## config.mk

```make
export PLATFORM = sky130hd
export DESIGN_NAME = seq_det_ctrl
export DESIGN_NICKNAME = d
export VERILOG_FILES = /design/src/rtl/seq_det_pkg.sv /design/src/rtl/seq_pattern_matcher.sv /design/src/rtl/seq_det_ctrl.sv
export SDC_FILE = /design/constraint.sdc
export NUM_CORES = 1
export LEC_CHECK = 0
export ABC_AREA = 1
export CORE_ASPECT_RATIO = 0.6
export CORE_UTILIZATION = 47
export DETAILED_ROUTE_END_ITERATION = 12
export PLACE_DENSITY = 0.74
export SYNTH_ARGS = -nofsm -noshare
export SYNTH_HDL_FRONTEND = slang
export SYNTH_HIERARCHICAL = 1
export SYNTH_SLANG_ARGS = --single-unit
```

## constraint.sdc

```tcl
create_clock -name clk -period 1.75 [get_ports clk]
set_clock_uncertainty 0.1 [all_clocks]
set_input_delay 0.2625 -clock clk [delete_from_list [all_inputs] [get_ports clk]]
set_output_delay 0.2625 -clock clk [all_outputs]
set_load 0.005 [all_outputs]
```

## src/rtl/seq_det_pkg.sv

```systemverilog
// Shared constants for the bit-serial sequence detector: FSM state encodings
// and the default pattern.
package seq_det_pkg;

    localparam logic [1:0] ST_IDLE  = 2'd0;
    localparam logic [1:0] ST_SHIFT = 2'd1;
    localparam logic [1:0] ST_DONE  = 2'd2;

    localparam int               DEF_PAT_W   = 4;
    localparam logic [DEF_PAT_W-1:0] DEF_PATTERN = 4'b1010;

endpackage

```

## src/rtl/seq_pattern_matcher.sv

```systemverilog
// Moore pattern matcher fed one bit per enabled cycle; match is registered.
// SEQDET_OVERLAP_EN defined keeps history after a match (overlapping detection).
module seq_pattern_matcher
    import seq_det_pkg::*;
#(
    parameter int               PAT_W   = DEF_PAT_W,
    parameter logic [PAT_W-1:0] PATTERN = DEF_PATTERN
) (
    input  logic clk,
    input  logic rst,
    input  logic bit_en,
    input  logic bit_in,
    output logic match
);

    localparam int             VW     = $clog2(PAT_W + 1);
    localparam logic [VW-1:0] V_FULL = VW'(PAT_W);

    logic [PAT_W-1:0] hist_q, hist_d;
    logic [VW-1:0]    vcnt_q, vcnt_d;
    logic [VW-1:0]    vcnt_inc;
    logic             match_q, match_d;

    always_comb begin
        hist_d   = hist_q;
        vcnt_d   = vcnt_q;
        match_d  = 1'b0;
        vcnt_inc = (vcnt_q == V_FULL) ? vcnt_q : vcnt_q + VW'(1);
        if (bit_en) begin
            for (int i = PAT_W - 1; i > 0; i--) begin
                hist_d[i] = hist_q[i-1];
            end
            hist_d[0] = bit_in;
            vcnt_d    = vcnt_inc;
            match_d   = (hist_d == PATTERN) && (vcnt_inc == V_FULL);
`ifdef SEQDET_OVERLAP_EN
`else
            // Non-overlapping: a fresh full pattern must arrive after each hit.
            if (match_d) begin
                vcnt_d = '0;
            end
`endif
        end
    end

    always_ff @(posedge clk or posedge rst) begin
        if (rst) begin
            hist_q  <= '0;
            vcnt_q  <= '0;
            match_q <= 1'b0;
        end else begin
            hist_q  <= hist_d;
            vcnt_q  <= vcnt_d;
            match_q <= match_d;
        end
    end

    assign match = match_q;

endmodule

```

## src/rtl/seq_det_ctrl.sv

```systemverilog
// Serialises valid/ready words MSB first into seq_pattern_matcher and counts matches.
// Overlap behaviour of the matcher is selected by SEQDET_OVERLAP_EN.
module seq_det_ctrl
    import seq_det_pkg::*;
#(
    parameter int               WORD_W  = 8,
    parameter int               PAT_W   = DEF_PAT_W,
    parameter logic [PAT_W-1:0] PATTERN = DEF_PATTERN,
    parameter int               CNT_W   = 8
) (
    input  logic              clk,
    input  logic              rst,
    input  logic              in_valid,
    input  logic [WORD_W-1:0] in_data,
    output logic              in_ready,
    input  logic              clr,
    output logic              busy,
    output logic              match,
    output logic              word_done,
    output logic [CNT_W-1:0]  match_cnt,
    output logic              cnt_sat,
    output logic [1:0]        dbg_state
);

    localparam int IW = $clog2(WORD_W);

    logic [1:0]        state_q, state_d;
    logic [WORD_W-1:0] sreg_q, sreg_d;
    logic [IW-1:0]     bit_idx_q, bit_idx_d;
    logic [CNT_W-1:0]  cnt_q, cnt_d;
    logic              sat_q, sat_d;
    logic              bit_en;
    logic              match_w;

    // Handshake: a word transfers on a rising edge where in_valid && in_ready.
    always_comb begin
        state_d   = state_q;
        sreg_d    = sreg_q;
        bit_idx_d = bit_idx_q;
        case (state_q)
            ST_IDLE: begin
                if (in_valid) begin
                    sreg_d    = in_data;
                    bit_idx_d = IW'(WORD_W - 1);
                    state_d   = ST_SHIFT;
                end
            end
            ST_SHIFT: begin
                sreg_d = sreg_q << 1;
                if (bit_idx_q == '0) begin
                    state_d = ST_DONE;
                end else begin
                    bit_idx_d = bit_idx_q - IW'(1);
                end
            end
            ST_DONE: state_d = ST_IDLE;
            default: state_d = ST_IDLE;
        endcase
    end

    assign bit_en = (state_q == ST_SHIFT);

    seq_pattern_matcher #(
        .PAT_W  (PAT_W),
        .PATTERN(PATTERN)
    ) u_matcher (
        .clk   (clk),
        .rst   (rst),
        .bit_en(bit_en),
        .bit_in(sreg_q[WORD_W-1]),
        .match (match_w)
    );

    // clr has priority over a simultaneous match pulse.
    always_comb begin
        cnt_d = cnt_q;
        sat_d = sat_q;
        if (clr) begin
            cnt_d = '0;
            sat_d = 1'b0;
        end else if (match_w) begin
            if (cnt_q != '1) begin
                cnt_d = cnt_q + CNT_W'(1);
            end
            if (cnt_d == '1) begin
                sat_d = 1'b1;
            end
        end
    end

    always_ff @(posedge clk or posedge rst) begin
        if (rst) begin
            state_q   <= ST_IDLE;
            sreg_q    <= '0;
            bit_idx_q <= '0;
            cnt_q     <= '0;
            sat_q     <= 1'b0;
        end else begin
            state_q   <= state_d;
            sreg_q    <= sreg_d;
            bit_idx_q <= bit_idx_d;
            cnt_q     <= cnt_d;
            sat_q     <= sat_d;
        end
    end

    assign in_ready  = (state_q == ST_IDLE);
    assign busy      = (state_q == ST_SHIFT) || (state_q == ST_DONE);
    assign word_done = (state_q == ST_DONE);
    assign match     = match_w;
    assign match_cnt = cnt_q;
    assign cnt_sat   = sat_q;
    assign dbg_state = state_q;

endmodule
```

==> parameters.txt <==
Parameter                              Value

Run status
  Run status ... completed

Global route
  First-pass GRT wire length ... 6.251 mm
  Global-route usage over all layers ... 23.17%
  Grt ovf ... 0
  GRT busiest layer ... met2
  Initial antenna violation count ... 0
  Via count of the first global-routing pass ... 1373
  Met2 Resource Use GR ... 39.12%
  Routing usage on met3 ... 7.961%
  Global Route met1 Usage ... 29.71%
  Largest net degree at the start of global routing ... 23

Floorplanning
  Area of the core ... 3040 µm²
  Starting Density ... 52.55%
  Number of cell rows ... 15
  Die Y ... 47.17 µm
  Width of the die ... 77.27 µm
  Die ar. ... 3644 µm²
  Top-Level Pins ... 27

Timing
  Tightest Pin Transition ... 283.6 ps
  Final Setup Violations ... 0
  Final worst path period share ... 96.86%
  Total count of hold-check failures in the final report ... 0
  Total Neg Setup Slack ... 0 ps
  Setup repair after global routing missed its margin ... false
  Max transition margin ... 81.09%
  Fmax ... 589.9 MHz
  Fin crit period ... 1695 ps
  Number of slew-limit violations in the final report ... 0

Yosys
  Post-synth cell types ... 26
  Syn Area/Cell ... 8.111 µm²
  Mapped Nets ... 217
  Mapped cell area ... 1598 µm²
  Synth Instances ... 197
  Total of flip-flops plus latches after synthesis ... 29
  Number of synthesis warnings ... 6
  Sequential share of the synthesized area ... 45.42%

CTS
  Clock tree from TritonCTS ... yes
  Insertion delay of the later-clocked pin in the worst-skew pair ... 280 ps
  CTS Hold Bufs ... 0
  Clock Pin Slew Worst Setup and Hold Paths ... 70 ps
  H-tree depth ... 2
  Buffer levels on the longest clock path ... 2
  CTS sink count ... 29
  Clock root buffer ... clkbuf_8
  Num CTS Buffers ... 5

Final layout
  Fill cell instance count of the final layout ... 246
  Number of inserted diodes ... 0
  Number of cells in the finished layout apart from fillers ... 278
  Area grow syn2layout ... 29.60%
  Most frequent standard cell in the layout excluding fill and tap cells ... nand2_1
  Share of cells above drive strength 1 ... 15.25%
  Most frequent cells in the layout ... nand2_1, dfrtp_1, inv_1
  # nets final ... 255

Critical path
  Critical Path AT ... 1330 ps
  Critical Path Fanout Max ... 3
  Critical path origin ... match_cnt[0]$_DFFE_PP0P_
  Buffering stage count on the worst path with inverters included ... 2
  Critical Path, Cell by Cell ... buf_4, clkdlybuf4s50_1
  Cell count of the worst reg-to-reg path ... 10
  Element type at the critical path end ... primary output
  Worst r2r src ... match_cnt[1]$_DFFE_PP0P_
  Largest stage delay, worst path ... 500 ps
  Worst flop-to-flop path endpoint ... cnt_sat$_DFFE_PP0P_
  Req. time, crit path ... 1390 ps
  Type of the worst setup path ... flop to primary output
  Cell family contributing the most delay on the critical path ... buffers and inverters
  Worst Setup Start Kind ... flop
  Crit path max-delay cell type ... clkdlybuf4s50_1
  Internal reg-to-reg setup slack ... 110 ps

Min path
  Hold WC Path Type ... input port to asynchronous set/reset pin

Pwr
  Worst supply voltage drop on vdd ... 0.001225 V
  Reported net switching power ... 1.145 mW
  Internal power component ... 1.802 mW
  Combinational group share of total power ... 45.0%
  Power per standard cell area ... 1423 nW/µm²
  Static Leak ... 0.9580 nW
  Switching part of the total ... 38.86%
  Reg power frac ... 34.6%
  Share of total power in the clock network ... 20.5%

Place
  HPWL Detailed ... 2.645 mm
  Instance count after placement with tap cells included ... 266
  RePlAce Congestion ... 0.8821
  I/O Buffers ... 26

Drt
  Number of design rule violations left after detail routing ... 0
  Average vias per placed instance ... 5.147
  Antenna Violating Nets Remaining ... 0
  Wirelength per Cell ... 13.28 µm
  Violation count after the first detailed-route iteration ... 126
  Number of search-and-repair iterations in the first detailed-routing pass ... 4
  Vias ... 1431
  Detailed-route wire length ... 3.693 mm

Run
  Max cap viols ... 0
## kinds of logic (layout without fill, tap and decap cells)
| logic type | after synthesis | after routing | synth area share (%) |
|---|---|---|---|
| buffers and inverters | 32 | 71 | 8.143 |
| adder cells (fa/ha/maj) | 8 | 8 | 6.265 |
| flip-flops | 29 | 29 | 45.42 |
| XOR/XNOR | 3 | 3 | 1.645 |
| AND/OR/NAND/NOR | 90 | 90 | 25.68 |
| AO/OA/AOI/OAI | 35 | 35 | 12.84 |
## layout make-up
class                           instances  area, µm²  share of cell area (%)
Timing Repair Buffer                   34      316.6                   15.29
Sequential cell                        29      725.7                   35.05
Inverter                               29      110.1                   5.317
Clock buffer                            7      96.34                   4.653
Clock inverter                          1      5.005                  0.2417
Tap cell                               42      52.55                   2.538
Multi-Input combinational cell        136      764.5                   36.92
## power by group through the flow
stage / clock network [mW] / registers [mW] / logic, mW
final: 0.603 / 1.02 / 1.32
after CTS: 0.618 / 1.02 / 1.31
after global routing: 0.660 / 1.05 / 1.51
after detailed placement: 0 / 1.04 / 1.28
after floorplan: 0 / 1.01 / 0.904
after global placement: 0 / 1.02 / 1.22
## metrics by stage
| stage | worst slack [ps] | util (%) | area, µm² | hold WS, ps | power, mW |
|---|---|---|---|---|---|
| 6_report | 54.91 | 68.11 | 2071 | 139.1 | 2.946 |
| 5_1_grt | 12.55 | 68.11 | 2071 | 168.0 | 3.219 |
| 4_1_cts | 58.77 | 67.04 | 2038 | 147.2 | 2.946 |
| 3_5_place_dp | 74.08 | 63.25 | 1923 | 395.1 | 2.320 |
| 3_3_place_gp | 180.1 | 63.25 | 1923 | 372.6 | 2.241 |
| 2_1_floorplan | 35.70 | - | 1600 | -34.10 | 1.911 |
## cell usage after synthesis
master | count | area share, %
nand2_4 | 1 | 0.70
o22ai_1 | 2 | 0.78
nand2_2 | 3 | 1.2
nand2_1 | 46 | 11
a21oi_1 | 6 | 1.9
a21oi_2 | 1 | 0.55
nor2_1 | 18 | 4.2
o21ai_1 | 8 | 2.5
a31oi_1 | 7 | 2.7
xor2_1 | 2 | 1.1
o21ai_0 | 6 | 1.9
buf_4 | 2 | 0.94
inv_1 | 24 | 5.6
nand3_2 | 3 | 1.9
nor2_4 | 2 | 1.4
a21boi_1 | 1 | 0.47
nor2_2 | 2 | 0.78
dfrtp_1 | 29 | 45
a31o_1 | 2 | 1.1
clkinv_2 | 1 | 0.31
nand3_1 | 15 | 4.7
a22oi_1 | 2 | 0.94
buf_2 | 1 | 0.31
ha_1 | 8 | 6.3
inv_2 | 4 | 0.94
xnor2_1 | 1 | 0.55
## worst max-delay path by stage
stage          cells after the start  slack, ps                  endpoint
3_5_place_dp                      10         70       cnt_sat$_DFFE_PP0P_
2_1_floorplan                      9         40  bit_idx_q[1]$_DFFE_PP0P_
5_1_grt                            2         10              match_cnt[0]
6_report                           2         50              match_cnt[0]
4_1_cts                           10         60       cnt_sat$_DFFE_PP0P_
3_3_place_gp                       5        180  match_cnt[0]$_DFFE_PP0P_
## per-layer routing
metal | routed length [µm] | vias to the layer above
li1 | - | 715
met1 | 1712 | 663
met2 | 1694 | 50
met3 | 261 | 3
met4 | 24 | 0
met5 | 0 | -
## state kept, by name (all words and copies together), names as in the netlist
register	flops
dbg_state	2
cnt_sat	1
match_cnt	8
sreg_q	8
u_matcher/match	1
bit_idx_q	3
u_matcher/vcnt_q	3
u_matcher/hist_q	3
## repair_timing
action / CTS / global route
setup endpoints to repair: 3 / 1
pin swaps: 1 / 0
resized for setup: 4 / 3
setup buffers: 2 / 2
Power figures use the tool's default switching activity.
